[config.mk]
export PLATFORM = sky130hd
export DESIGN_NAME = out_seq
export DESIGN_NICKNAME = d
export VERILOG_FILES = /design/src/rtl/out_seq_pkg.sv /design/src/rtl/seq_mac.sv /design/src/rtl/out_seq.sv
export SDC_FILE = /design/constraint.sdc
export NUM_CORES = 2
export LEC_CHECK = 0
export CAP_MARGIN = 30
export CORE_ASPECT_RATIO = 0.5
export CORE_MARGIN = 2
export CORE_UTILIZATION = 55
export CTS_BUF_LIST = sky130_fd_sc_hd__clkbuf_8
export CTS_CLUSTER_DIAMETER = 30
export DETAILED_ROUTE_END_ITERATION = 7
export PLACE_DENSITY_LB_ADDON = 0.12
export SKIP_LAST_GASP = 1
export SLEW_MARGIN = 10
export SYNTH_ARGS = -nofsm -noshare
export SYNTH_HDL_FRONTEND = slang
export SYNTH_SLANG_ARGS = --single-unit
export TNS_END_PERCENT = 1
[constraint.sdc]
create_clock -name clk -period 13.8 [get_ports clk]
set_input_delay 2.07 -clock clk [delete_from_list [all_inputs] [get_ports clk]]
set_output_delay 2.07 -clock clk [all_outputs]
set_load 0.01 [all_outputs]
[src/rtl/out_seq_pkg.sv]
// Shared types and helpers for the out_seq output neuron: FSM states,
// accumulator width and saturation limits.
package out_seq_pkg;

  typedef enum logic [1:0] {
    IDLE = 2'd0,
    MAC  = 2'd1,
    OUT  = 2'd2
  } state_t;

  // One extra bit beyond clog2 growth keeps the signed sum of NUM_IN full products exact.
  function automatic int acc_width(input int width, input int num_in);
    return 2 * width + $clog2(num_in) + 1;
  endfunction

  function automatic longint sat_max(input int width);
    return (64'sd1 <<< (width - 1)) - 64'sd1;
  endfunction

  function automatic longint sat_min(input int width);
    return -(64'sd1 <<< (width - 1));
  endfunction

endpackage

[src/rtl/seq_mac.sv]
// Single-multiplier accumulator for out_seq: selects element idx of the packed
// h/w vectors, multiplies at full width and accumulates under clear/enable.
module seq_mac
  import out_seq_pkg::*;
#(
  parameter int NUM_IN = 2,
  parameter int WIDTH  = 32,
  parameter int ACC_W  = acc_width(WIDTH, NUM_IN),
  parameter int IDX_W  = 1
) (
  input  logic                    clk,
  input  logic                    rst,
  input  logic                    clear,
  input  logic                    en,
  input  logic [IDX_W-1:0]        idx,
  input  logic [NUM_IN*WIDTH-1:0] h,
  input  logic [NUM_IN*WIDTH-1:0] w,
  output logic [ACC_W-1:0]        acc_next
);

  logic signed [WIDTH-1:0]   h_sel;
  logic signed [WIDTH-1:0]   w_sel;
  logic signed [2*WIDTH-1:0] prod;
  logic        [ACC_W-1:0]   acc;

  always_comb begin
    h_sel    = h[int'(idx)*WIDTH +: WIDTH];
    w_sel    = w[int'(idx)*WIDTH +: WIDTH];
    prod     = h_sel * w_sel;
    acc_next = acc + ACC_W'(prod);
  end

  always_ff @(posedge clk) begin
    if (!rst) begin
      acc <= '0;
    end else if (clear) begin
      acc <= '0;
    end else if (en) begin
      acc <= acc_next;
    end
  end

endmodule

[src/rtl/out_seq.sv]
// Time-multiplexed output neuron: NUM_IN-cycle MAC, bias add, Q-format rescale
// and saturation, valid/ready on both sides. OUT_SEQ_RELU_EN clamps negatives to 0.
//
// state | meaning
// IDLE  | ready for a bundle; accept registers h/w/b and clears acc
// MAC   | one product per cycle; result registered on the last index
// OUT   | o_valid held until downstream takes the result
module out_seq
  import out_seq_pkg::*;
#(
  parameter int NUM_IN = 2,
  parameter int WIDTH  = 32,
  parameter int FRAC   = 16
) (
  input  logic                    clk,
  input  logic                    rst,
  input  logic [NUM_IN*WIDTH-1:0] i_h,
  input  logic [NUM_IN*WIDTH-1:0] i_w,
  input  logic [WIDTH-1:0]        i_b,
  input  logic                    i_valid,
  output logic                    i_ready,
  output logic [WIDTH-1:0]        o,
  output logic                    o_valid,
  input  logic                    o_ready
);

  localparam int ACC_W = acc_width(WIDTH, NUM_IN);
  localparam int IDX_W = (NUM_IN > 1) ? $clog2(NUM_IN) : 1;
  localparam logic [IDX_W-1:0] LAST_IDX = IDX_W'(NUM_IN - 1);
  localparam logic signed [ACC_W-1:0] SAT_HI = ACC_W'(sat_max(WIDTH));
  localparam logic signed [ACC_W-1:0] SAT_LO = ACC_W'(sat_min(WIDTH));

  state_t state, state_next;

  logic [NUM_IN*WIDTH-1:0] h_q;
  logic [NUM_IN*WIDTH-1:0] w_q;
  logic signed [WIDTH-1:0] b_q;
  logic [IDX_W-1:0]        idx;
  logic                    last;
  logic                    mac_clear;
  logic                    mac_en;
  logic [ACC_W-1:0]        acc_next;

  logic signed [ACC_W-1:0] sum;
  logic signed [ACC_W-1:0] shifted;
  logic        [WIDTH-1:0] res;

  seq_mac #(
    .NUM_IN (NUM_IN),
    .WIDTH  (WIDTH),
    .ACC_W  (ACC_W),
    .IDX_W  (IDX_W)
  ) u_mac (
    .clk      (clk),
    .rst      (rst),
    .clear    (mac_clear),
    .en       (mac_en),
    .idx      (idx),
    .h        (h_q),
    .w        (w_q),
    .acc_next (acc_next)
  );

  assign last = (idx == LAST_IDX);

  always_comb begin
    state_next = state;
    mac_clear  = 1'b0;
    mac_en     = 1'b0;
    i_ready    = 1'b0;
    o_valid    = 1'b0;
    case (state)
      IDLE: begin
        i_ready = 1'b1;
        if (i_valid) begin
          mac_clear  = 1'b1;
          state_next = MAC;
        end
      end
      MAC: begin
        mac_en = 1'b1;
        if (last) state_next = OUT;
      end
      OUT: begin
        o_valid = 1'b1;
        if (o_ready) state_next = IDLE;
      end
      default: state_next = IDLE;
    endcase
  end

  // Result is built from acc_next so it lands in the same edge as the last product.
  always_comb begin
    sum     = $signed(acc_next) + (ACC_W'(b_q) <<< FRAC);
    shifted = sum >>> FRAC;
    if (shifted > SAT_HI) begin
      res = SAT_HI[WIDTH-1:0];
    end else if (shifted < SAT_LO) begin
      res = SAT_LO[WIDTH-1:0];
    end else begin
      res = shifted[WIDTH-1:0];
    end
`ifdef OUT_SEQ_RELU_EN
    if (res[WIDTH-1]) res = '0;
`endif
  end

  always_ff @(posedge clk) begin
    if (!rst) begin
      state <= IDLE;
    end else begin
      state <= state_next;
    end
  end

  always_ff @(posedge clk) begin
    if (!rst) begin
      h_q <= '0;
      w_q <= '0;
      b_q <= '0;
      idx <= '0;
      o   <= '0;
    end else begin
      if (mac_clear) begin
        h_q <= i_h;
        w_q <= i_w;
        b_q <= i_b;
        idx <= '0;
      end
      if (mac_en) begin
        idx <= last ? '0 : idx + 1'b1;
        if (last) o <= res;
      end
    end
  end

endmodule

==> impl_metrics.json <==
{
  "tightest_slew_ns": 1.00,
  "fill_cells": 7554,
  "syn_nets": 7261,
  "grt_first_pass_wirelength_mm": 273,
  "outcome": "finished, final reports clean",
  "fp.dieArea_mm2": 0.0953,
  "cp-start-kind": "flip-flop",
  "fin_ws_ns": 0.110,
  "drc": 0,
  "slew-limit-headroom_pct": 33.2,
  "drt-wirelength-per-cell_um": 24.6,
  "dp.cells": 7202,
  "num_rows": 78,
  "layout-drive-gt1-share_pct": 14.2,
  "cts.clk_slew.worst_paths_ns": 0.07,
  "routed_via_density": 5.86,
  "clock.fmax_ghz": 0.0730,
  "leakage_nw": 28.3,
  "final.setup_skew_ns": 0.0927,
  "cpMaxStageDelayCell": "fa_2",
  "final_cell_count_no_fill": 7483,
  "final.period_utilization_pct": 99.2,
  "cts_buffers": 55,
  "fin_area_mm2": 0.0608,
  "async_reset_ff_share_pct": 0,
  "worst_ep_arrival_time_ns": 14.32,
  "ys_seq_elements": 261,
  "crit_required_ns": 14.43,
  "regArea_mm2": 0.00523,
  "synthDominantCellAreaShare_pct": 42.6,
  "synth_enable_flop_cells": 0,
  "drv_cap": 0,
  "cp-end-kind": "flip-flop",
  "grt_remaining_overflow": 0,
  "dp_slack_ns": -0.536,
  "clk_path_buf_depth": 3,
  "synth_simple_gate_area_share_pct": 13.2,
  "core_area_mm2": 0.0913,
  "multi_input_comb_area_mm2": 0.0423,
  "power_density_mw_per_mm2": 201,
  "finalPower_mw": 12.2,
  "synthDistinctLibCells": 85,
  "rsz0062_at_grt": "yes",
  "holdCritPathClass": "reg -> reg",
  "final.min_clock_period_ns": 13.69,
  "vias": 43900,
  "cp_max_fo": 11,
  "synth_compound_area_share_pct": 11.5,
  "synth_fa_ha_area_share_pct": 49.9,
  "seq_area_frac_synth_pct": 10.2,
  "cts-root-buf": "clkbuf_8",
  "drv_slew": 0,
  "dr.pass1.iters": 6,
  "ant_nets": 0,
  "slowest_delay_ns": 0.69,
  "holdBufCountCts": 0,
  "die_h_um": 219,
  "dieWidth_um": 435,
  "synth_ff_type": "dfxtp_1",
  "timing.final.hold_violations": 0,
  "gp_congestion": 1.06,
  "portBuffers": 197,
  "path_class": "reg -> reg",
  "first_global_vias": 44300,
  "cts_num_sinks": 261,
  "synthTopCellsByArea": "fa_1, dfxtp_1, inv_1",
  "cts_tree": "yes",
  "start_util_pct": 55.9,
  "antenna_found_initial": 4,
  "grt_max_degree": 78,
  "synth.area.mux_share_pct": 2.68,
  "synth.avg_cell_area_um2": 8.92,
  "cp_common_cell": "fa_1",
  "h-tree-depth": 2,
  "boundaryPins": 198,
  "setup_viol": 0,
  "yosys.area.top_type": "fa_1",
  "synth_warnings": 0,
  "syn_area_mm2": 0.0510,
  "dp_hpwl_mm": 146,
  "synthToLayoutAreaGrowth_pct": 19.2,
  "placed_area_mm2": 0.0565,
  "synth_cells": 5715,
  "drt_iter0_drc": 4710,
  "timing.setup.tns_ns": 0,
  "wl_mm": 184,
  "synth_xor_area_share_pct": 3.01,
  "synth_top_family_by_area": "adder cells",
  "num-nets-final": 7738,
  "grt_usage_pct": 38.6,
  "clock_latency_ns": 0.83,
  "peakVddDrop_uv": 784
}
[placed cells by master, fill, tap and decap left out, drive strengths merged, types with 161 or more instances in the layout]
cell type / Yosys / layout
fa: 1084 / 1084
inv: 1008 / 1027
nand2: 754 / 754
nor2: 604 / 604
buf: 34 / 485
ha: 298 / 298
dfxtp: 261 / 261
a21oi: 241 / 241
clkdlybuf4s50: 0 / 197
a22o: 161 / 161
[cell type report]
| type | count | share of cell area, % |
|---|---|---|
| well taps | 1240 | 2.55 |
| diodes | 6 | 0.0247 |
| flip-flops and latches | 261 | 8.60 |
| inverters | 1009 | 6.24 |
| repair buffers | 692 | 10.9 |
| clock buffers | 62 | 1.40 |
| clock inverters | 40 | 0.677 |
| multi-input cells | 4173 | 69.6 |
[through the flow]
stage | util, % | hold WS (ns)
2_1_floorplan | - | 0.434
3_3_place_gp | 61.9 | 0.442
3_5_place_dp | 61.9 | 0.450
4_1_cts | 63.6 | 0.457
5_1_grt | 66.6 | 0.471
6_report | 66.6 | 0.456
[cells by family after synthesis]
group                    after synthesis
AND/OR/NAND/NOR                     1620
AO/OA/AOI/OAI                        865
multiplexers                         129
buffers and inverters               1285
XOR/XNOR                             173
flip-flops                           261
adder cells (fa/ha/maj)             1382
[flip-flops by register name, summed over array words and instances (netlist names)]
register / flops
w_q: 64
o: 32
u_mac.acc: 66
idx: 1
state: 2
b_q: 32
h_q: 64
[path summary, 6_finish.rpt]
kind / startpoint / endpoint / slack, ns / depth (start not counted)
setup reg to reg: idx$_SDFFE_PN0P_ / o[21]$_SDFFE_PN0P_ / 0.11 / 56
hold / removal: u_mac.acc[43]$_SDFFE_PP0N_ / u_mac.acc[43]$_SDFFE_PP0N_ / 0.46 / 2
setup / recovery: idx$_SDFFE_PN0P_ / o[21]$_SDFFE_PN0P_ / 0.11 / 56
hold reg to reg: u_mac.acc[43]$_SDFFE_PP0N_ / u_mac.acc[43]$_SDFFE_PP0N_ / 0.46 / 2
[report_power, final]
group,internal [mW],switching [mW]
Sequential,0.852,0.0893
Combinational,4.27,6.03
Clock,0.514,0.475
Total,5.63,6.59
[synthesized netlist by cell type, drive strengths merged (14+ instances only)]
cell type / instances
fa: 1084
inv: 1008
nand2: 754
nor2: 604
ha: 298
dfxtp: 261
clkbuf: 242
a21oi: 241
a22o: 161
o21ai: 138
xnor2: 115
a21o: 113
mux2i: 67
mux2: 62
xor2: 57
nand3: 49
nor3: 36
buf: 34
a211oi: 33
o21a: 30
nand2b: 29
nor2b: 28
nand4: 26
and3: 23
o211ai: 20
o21bai: 19
a31oi: 17
and2: 16
or3: 14
[repair_timing]
action	in CTS	in global routing
buffers inserted	5	153
pin swaps	7	114
endpoints found under the setup margin	32	32
gates cloned	3	14
resized for setup	41	260
[worst max-delay path: cells and delay by family, from the launching register on]
kind / cells / cell delay, ns
compound gates: 11 / 2.32
fa+ha+maj: 11 / 5.25
xor+xnor: 3 / 0.49
mux: 1 / 0.24
buf+inv: 12 / 1.72
flops: 1 / 0.45
simple gates: 18 / 3.00
[metal layers]
metal	part of all wire [%]	GRT usage [%]	up-vias	wire length (um)
met3	15	13.8	385	26800
met1	41	56.2	22000	75900
met2	40	53.7	2622	74400
li1	-	-	18900	-
met4	3.6	11.7	2	6650
met5	0.0071	0	-	13
Power figures use the tool's default switching activity.
